`config.mk`:
```
export PLATFORM = sky130hd
export DESIGN_NAME = audiodac_interp
export DESIGN_NICKNAME = d
export VERILOG_FILES = /design/src/rtl/audiodac_interp_pkg.sv /design/src/rtl/audiodac_interp_phase.sv /design/src/rtl/audiodac_interp.sv
export SDC_FILE = /design/constraint.sdc
export NUM_CORES = 1
export LEC_CHECK = 0
export ABC_AREA = 1
export BUFFER_PORTS_ARGS = -buffer_cell sky130_fd_sc_hd__buf_4
export CAP_MARGIN = 10
export CORE_ASPECT_RATIO = 2
export CORE_UTILIZATION = 53
export CTS_CLUSTER_DIAMETER = 100
export DETAILED_ROUTE_END_ITERATION = 8
export GPL_TIMING_DRIVEN = 1
export PLACE_DENSITY = 0.85
export SLEW_MARGIN = 20
export SYNTH_ARGS = -nofsm -noshare
export SYNTH_HDL_FRONTEND = slang
export SYNTH_SLANG_ARGS = --single-unit
```
`constraint.sdc`:
```
create_clock -name clk_i -period 2.9 [get_ports clk_i]
set_input_delay 0.29 -clock clk_i [delete_from_list [all_inputs] [get_ports clk_i]]
set_output_delay 0.29 -clock clk_i [all_outputs]
set_load 0.02 [all_outputs]
```
`src/rtl/audiodac_interp_pkg.sv`:
```
// Shared constants, encodings and helpers for the audio DAC interpolator.
// Build option AUDIODAC_INTERP_LINEAR_EN selects linear interpolation over zero-order hold.
package audiodac_pkg;

    localparam int DW        = 16;
    localparam int MAX_SHIFT = 8;
    localparam int ACC_W     = DW + 1 + MAX_SHIFT;
    localparam int SHIFT_W   = 4;
    localparam int PHASE_W   = MAX_SHIFT;

    localparam logic [SHIFT_W-1:0] SHIFT_RST = 4'd5;

    typedef enum logic [1:0] {
        OSR_32  = 2'd0,
        OSR_64  = 2'd1,
        OSR_128 = 2'd2,
        OSR_256 = 2'd3
    } osr_sel_e;

    typedef enum logic [1:0] {
        IDLE  = 2'd0,
        PRIME = 2'd1,
        RUN   = 2'd2
    } state_e;

    function automatic logic [SHIFT_W-1:0] osr_shift(input logic [1:0] sel);
        logic [SHIFT_W-1:0] s;
        case (osr_sel_e'(sel))
            OSR_32:  s = 4'd5;
            OSR_64:  s = 4'd6;
            OSR_128: s = 4'd7;
            OSR_256: s = 4'd8;
            default: s = 4'd5;
        endcase
        return s;
    endfunction

    // Last phase index of a period (OSR-1); OSR=256 wraps to 255 in 8 bits.
    function automatic logic [PHASE_W-1:0] osr_last(input logic [SHIFT_W-1:0] s);
        logic [PHASE_W:0] osr;
        osr = 9'd1 << s;
        return osr[PHASE_W-1:0] - 8'd1;
    endfunction

endpackage

```
`src/rtl/audiodac_interp_phase.sv`:
```
// Sequencer of the interpolator: IDLE/PRIME/RUN FSM, phase counter, OSR shift latch, read strobe.
// Build option AUDIODAC_INTERP_LINEAR_EN adds the latched shift output used by the linear datapath.
module audiodac_interp_phase
    import audiodac_pkg::*;
(
    input  logic               clk_i,
    input  logic               rst_i,
    input  logic               en_i,
    input  logic [1:0]         osr_sel_i,
    input  logic               mod_tick_i,
`ifdef AUDIODAC_INTERP_LINEAR_EN
    output logic [SHIFT_W-1:0] shift_o,
`endif
    output state_e             state_o,
    output logic               load_o
);

    state_e             state_q;
    logic [PHASE_W-1:0] phase_q;
    logic [SHIFT_W-1:0] shift_q;
    logic               period_end;

    assign period_end = (phase_q == osr_last(shift_q));

    // Strobe protocol: load_o is a one-cycle pull; upstream data is valid in the
    // same cycle and is consumed on the next clock edge. No backpressure exists.
    assign load_o = ~rst_i & en_i & mod_tick_i &
                    ((state_q == PRIME) | ((state_q == RUN) & period_end));

    always_ff @(posedge clk_i) begin
        if (rst_i || !en_i) begin
            state_q <= IDLE;
            phase_q <= '0;
            shift_q <= SHIFT_RST;
        end else begin
            case (state_q)
                IDLE: state_q <= PRIME;
                PRIME, RUN: begin
                    if (load_o) begin
                        state_q <= RUN;
                        phase_q <= '0;
                        shift_q <= osr_shift(osr_sel_i);
                    end else if (mod_tick_i && state_q == RUN) begin
                        phase_q <= phase_q + 8'd1;
                    end
                end
                default: state_q <= IDLE;
            endcase
        end
    end

    assign state_o = state_q;
`ifdef AUDIODAC_INTERP_LINEAR_EN
    assign shift_o = shift_q;
`endif

endmodule

```
`src/rtl/audiodac_interp.sv`:
```
// Upsampling interpolator feeding the delta-sigma modulator: one sample pulled per OSR ticks.
// AUDIODAC_INTERP_LINEAR_EN defined: linear ramp between samples; undefined: zero-order hold.
module audiodac_interp
    import audiodac_pkg::*;
(
    input  logic          clk_i,
    input  logic          rst_i,
    input  logic          en_i,
    input  logic [1:0]    osr_sel_i,
    input  logic          mod_tick_i,
    input  logic [DW-1:0] data_i,
    output logic          data_rd_o,
    output logic [DW-1:0] data_o
);

    state_e state;
    logic   load;
    logic   clear;
`ifdef AUDIODAC_INTERP_LINEAR_EN
    logic [SHIFT_W-1:0] shift;
`endif

    audiodac_interp_phase u_phase (
        .clk_i      (clk_i),
        .rst_i      (rst_i),
        .en_i       (en_i),
        .osr_sel_i  (osr_sel_i),
        .mod_tick_i (mod_tick_i),
`ifdef AUDIODAC_INTERP_LINEAR_EN
        .shift_o    (shift),
`endif
        .state_o    (state),
        .load_o     (load)
    );

    assign data_rd_o = load;
    assign clear     = ~en_i | (state == IDLE);

`ifdef AUDIODAC_INTERP_LINEAR_EN
    // acc restarts at the previous sample scaled by OSR, so it also stands in for prev.
    logic [DW-1:0]           cur_q, cur_d;
    logic [DW:0]             delta_q, delta_d;
    logic signed [ACC_W-1:0] acc_q, acc_d, acc_shr;

    always_comb begin
        cur_d   = cur_q;
        delta_d = delta_q;
        acc_d   = acc_q;
        if (clear) begin
            cur_d   = '0;
            delta_d = '0;
            acc_d   = '0;
        end else if (load) begin
            cur_d   = data_i;
            delta_d = {data_i[DW-1], data_i} - {cur_q[DW-1], cur_q};
            acc_d   = {{(ACC_W-DW){cur_q[DW-1]}}, cur_q} << osr_shift(osr_sel_i);
        end else if (mod_tick_i && state == RUN) begin
            acc_d = acc_q + {{(ACC_W-DW-1){delta_q[DW]}}, delta_q};
        end
    end

    always_ff @(posedge clk_i) begin
        if (rst_i) begin
            cur_q   <= '0;
            delta_q <= '0;
            acc_q   <= '0;
        end else begin
            cur_q   <= cur_d;
            delta_q <= delta_d;
            acc_q   <= acc_d;
        end
    end

    assign acc_shr = acc_q >>> shift;
    assign data_o  = acc_shr[DW-1:0];
`else
    logic [DW-1:0] hold_q, hold_d;

    always_comb begin
        hold_d = hold_q;
        if (clear)     hold_d = '0;
        else if (load) hold_d = data_i;
    end

    always_ff @(posedge clk_i) begin
        if (rst_i) hold_q <= '0;
        else       hold_q <= hold_d;
    end

    assign data_o = hold_q;
`endif

endmodule

```
==> metrics <==
register area share after synthesis=36.1%; type of origin of the critical path=flop; Syn Nets=277; CTS clk-pin slew, worst paths=0.06 ns; Boundary Pins=39; status=finished, final reports clean; endpoints failing hold=0; synthesized flop and latch total=30; worst r2r src=u_phase.shift_q[2]; Top FF cell, synth=dfxtp_1; final worst path period share=90.9%; DIE AREA=3380 um2; crit path DAT=2.35 ns; IO buf count=38; worst skew pair latency=0.28 ns; Synth Warn #=0; Async S/R FF share, synth=0%; PD cells=396 nW/um2; Tmin final=2.64 ns; top cell type's share of synthesized area=36.1%; routed vias=1668; syn avg cell area=6.77 um2; Synth area leader=dfxtp_1; Die Span Y=81.3 um; final clock skew=0.00684 ns; # rows=28; final RePlAce weighted congestion=0.989; largest net degree at the start of global routing=29; Area Growth Syn to Fin=22.6%; fmax=379 MHz; NumNets Final=313; overall power=809 uW; Hold Path Class=input port to flop; setup_tns=0 ns; Layout Cells excl Fill=313; storage element area=601 um2; Cells after DPL=305; Die Span X=41.6 um; Synth area leaders=dfxtp_1, nand2_1, a21oi_1, nand3_1, ha_1; min-delay src=rst_i; First-pass DRT Iterations=5; cell count after synthesis=246; Setup crit end kind=output pin; via-per-instance ratio=5.33; cell area after layout=2040 um2; unrepaired setup endpoints after global routing=no; drt drc=0; clock sink count=30; Multi-input gate area=911 um2; drt total wl=3890 um; Area after DPL=1930 um2; dpl hpwl=2870 um; grt total ovfl=0; crit path max fanout=28; synth unique cells=26; max-slew violations=0; Min-Delay Path Depth=3; Hold EP=u_phase.shift_q[0]; number of global-route vias before repair=1562; r2r endpoint=u_phase.shift_q[1]; Setup-failing EPs final=0; hold slack=0.257 ns; Worst EP required=2.61 ns; Avg WL per Cell=12.4 um; most common cell in the netlist=nand2_1; Total GRT Usage=25.3%; Post-CTS Hold Buffers=0; Initial Utilization=55.9%; VDD IR max=503 uV; DR iter-0 viols=47; critical path class=flop to output pin; TritonCTS clock tree=yes; post-route ant nets=0; fraction of layout cells with a size suffix above 1=19.8%; cell area after synthesis=1670 um2; CTS Buf Count=5; H-tree Lvls=2; Register-to-Register Path Depth=15; ant diodes=0; Clock Path Buffers=2; Lkg Pwr=0.890 nW; Rel. slew slack=67.1%; r2r setup slk=0.62 ns; first-pass GRT wire length=6600 um; EDFF count, synth=0; initial antenna violation count=0; Post-synth top cells=nand2_1, dfxtp_1, a21oi_1, inv_1, nand3_1; root buf cell=clkbuf_8; max-cap viol count=0; Worst-Margin Slew=0.493 ns; filler cell count=254; core area=2980 um2
report_power, final:
group / leakage, nW / switching [mW] / internal (mW) / total, mW
Sequential: 0.242 / 0.000775 / 0.413 / 0.414
Clock: 0.0482 / 0.153 / 0.191 / 0.344
Combinational: 0.600 / 0.0264 / 0.0250 / 0.0514
placed cells by master, fill, tap and decap left out:
master	instances
nand2_1	77
buf_4	38
dfxtp_1	30
a21oi_1	29
inv_1	23
nand3_1	23
nor2_1	15
ha_1	9
nand4_1	7
clkbuf_8	6
xor2_1	5
inv_2	4
o21ai_0	3
o21ai_1	2
nor2_4	1
nor2_2	1
nand3b_1	1
nand2_2	1
nand2_8	1
inv_8	1
nand3_2	1
clkinv_1	1
or2_1	1
a211oi_2	1
clkinv_2	1
clkbuf_1	1
through the flow:
stage / utilization [%] / setup WS [ns]
final: 68.6 / 0.263
after global routing: 68.6 / 0.0104
after CTS: 68.0 / 0.173
after detailed placement: 65.0 / 0.482
after global placement: 65.0 / 0.555
after floorplan: - / 0.860
kinds of logic after synthesis:
| kind of cell | count (synthesis) | synth area share, % |
|---|---|---|
| simple gates | 129 | 33.5 |
| buf+inv | 38 | 10.1 |
| flops | 30 | 36.1 |
| fa+ha+maj | 9 | 6.76 |
| xor+xnor | 5 | 2.63 |
| compound gates | 35 | 11.0 |
critical path, cell delays in order, from the launching register on:
cell	delay, ns
dfxtp_1	0.39
nor2_4	0.19
nand2_1	0.09
ha_1	0.31
inv_1	0.04
nand2_1	0.06
nand2_1	0.05
nor2_1	0.08
nand3_1	0.07
nor2_1	0.11
nand3_1	0.09
nand2_2	0.13
nand2_8	0.15
inv_8	0.15
buf_4	0.15
routing by layer:
metal / global-route usage (%) / part of all wire [%] / vias to the layer above / wire length [um]
met5: 0 / 0 / - / 0
met3: 4.67 / 4.9 / 25 / 190
met2: 47.5 / 55 / 73 / 2130
met4: 16.8 / 6.5 / 0 / 253
met1: 24.4 / 34 / 714 / 1310
li1: - / - / 856 / -
worst max-delay path by stage:
stage,startpoint,to,cells after the start
floorplan,u_phase.shift_q[2],data_rd_o,14
global placement,u_phase.shift_q[2],data_rd_o,14
detailed placement,u_phase.shift_q[2],data_rd_o,14
CTS,u_phase.shift_q[2],data_rd_o,14
global route,u_phase.shift_q[2],data_rd_o,15
finish,u_phase.shift_q[2],data_rd_o,14
cell type report:
type / count / area share (%)
multi-input cells: 178 / 44.6
flip-flops and latches: 30 / 29.4
repair buffers: 38 / 14.0
inverters: 29 / 5.70
clock buffers: 7 / 4.23
clock inverters: 1 / 0.245
well taps: 30 / 1.84
registers in the layout (all words and copies together) (netlist names):
name             flops
u_phase.phase_q      8
u_phase.shift_q      4
data_o              16
u_phase.state_o      2
what timing repair did:
item                                    4_1_cts  5_1_grt
gates resized for setup                       0        3
endpoints found under the setup margin        0        1
buffers inserted                              0        0
No activity file was read; power rests on OpenSTA's default activity.
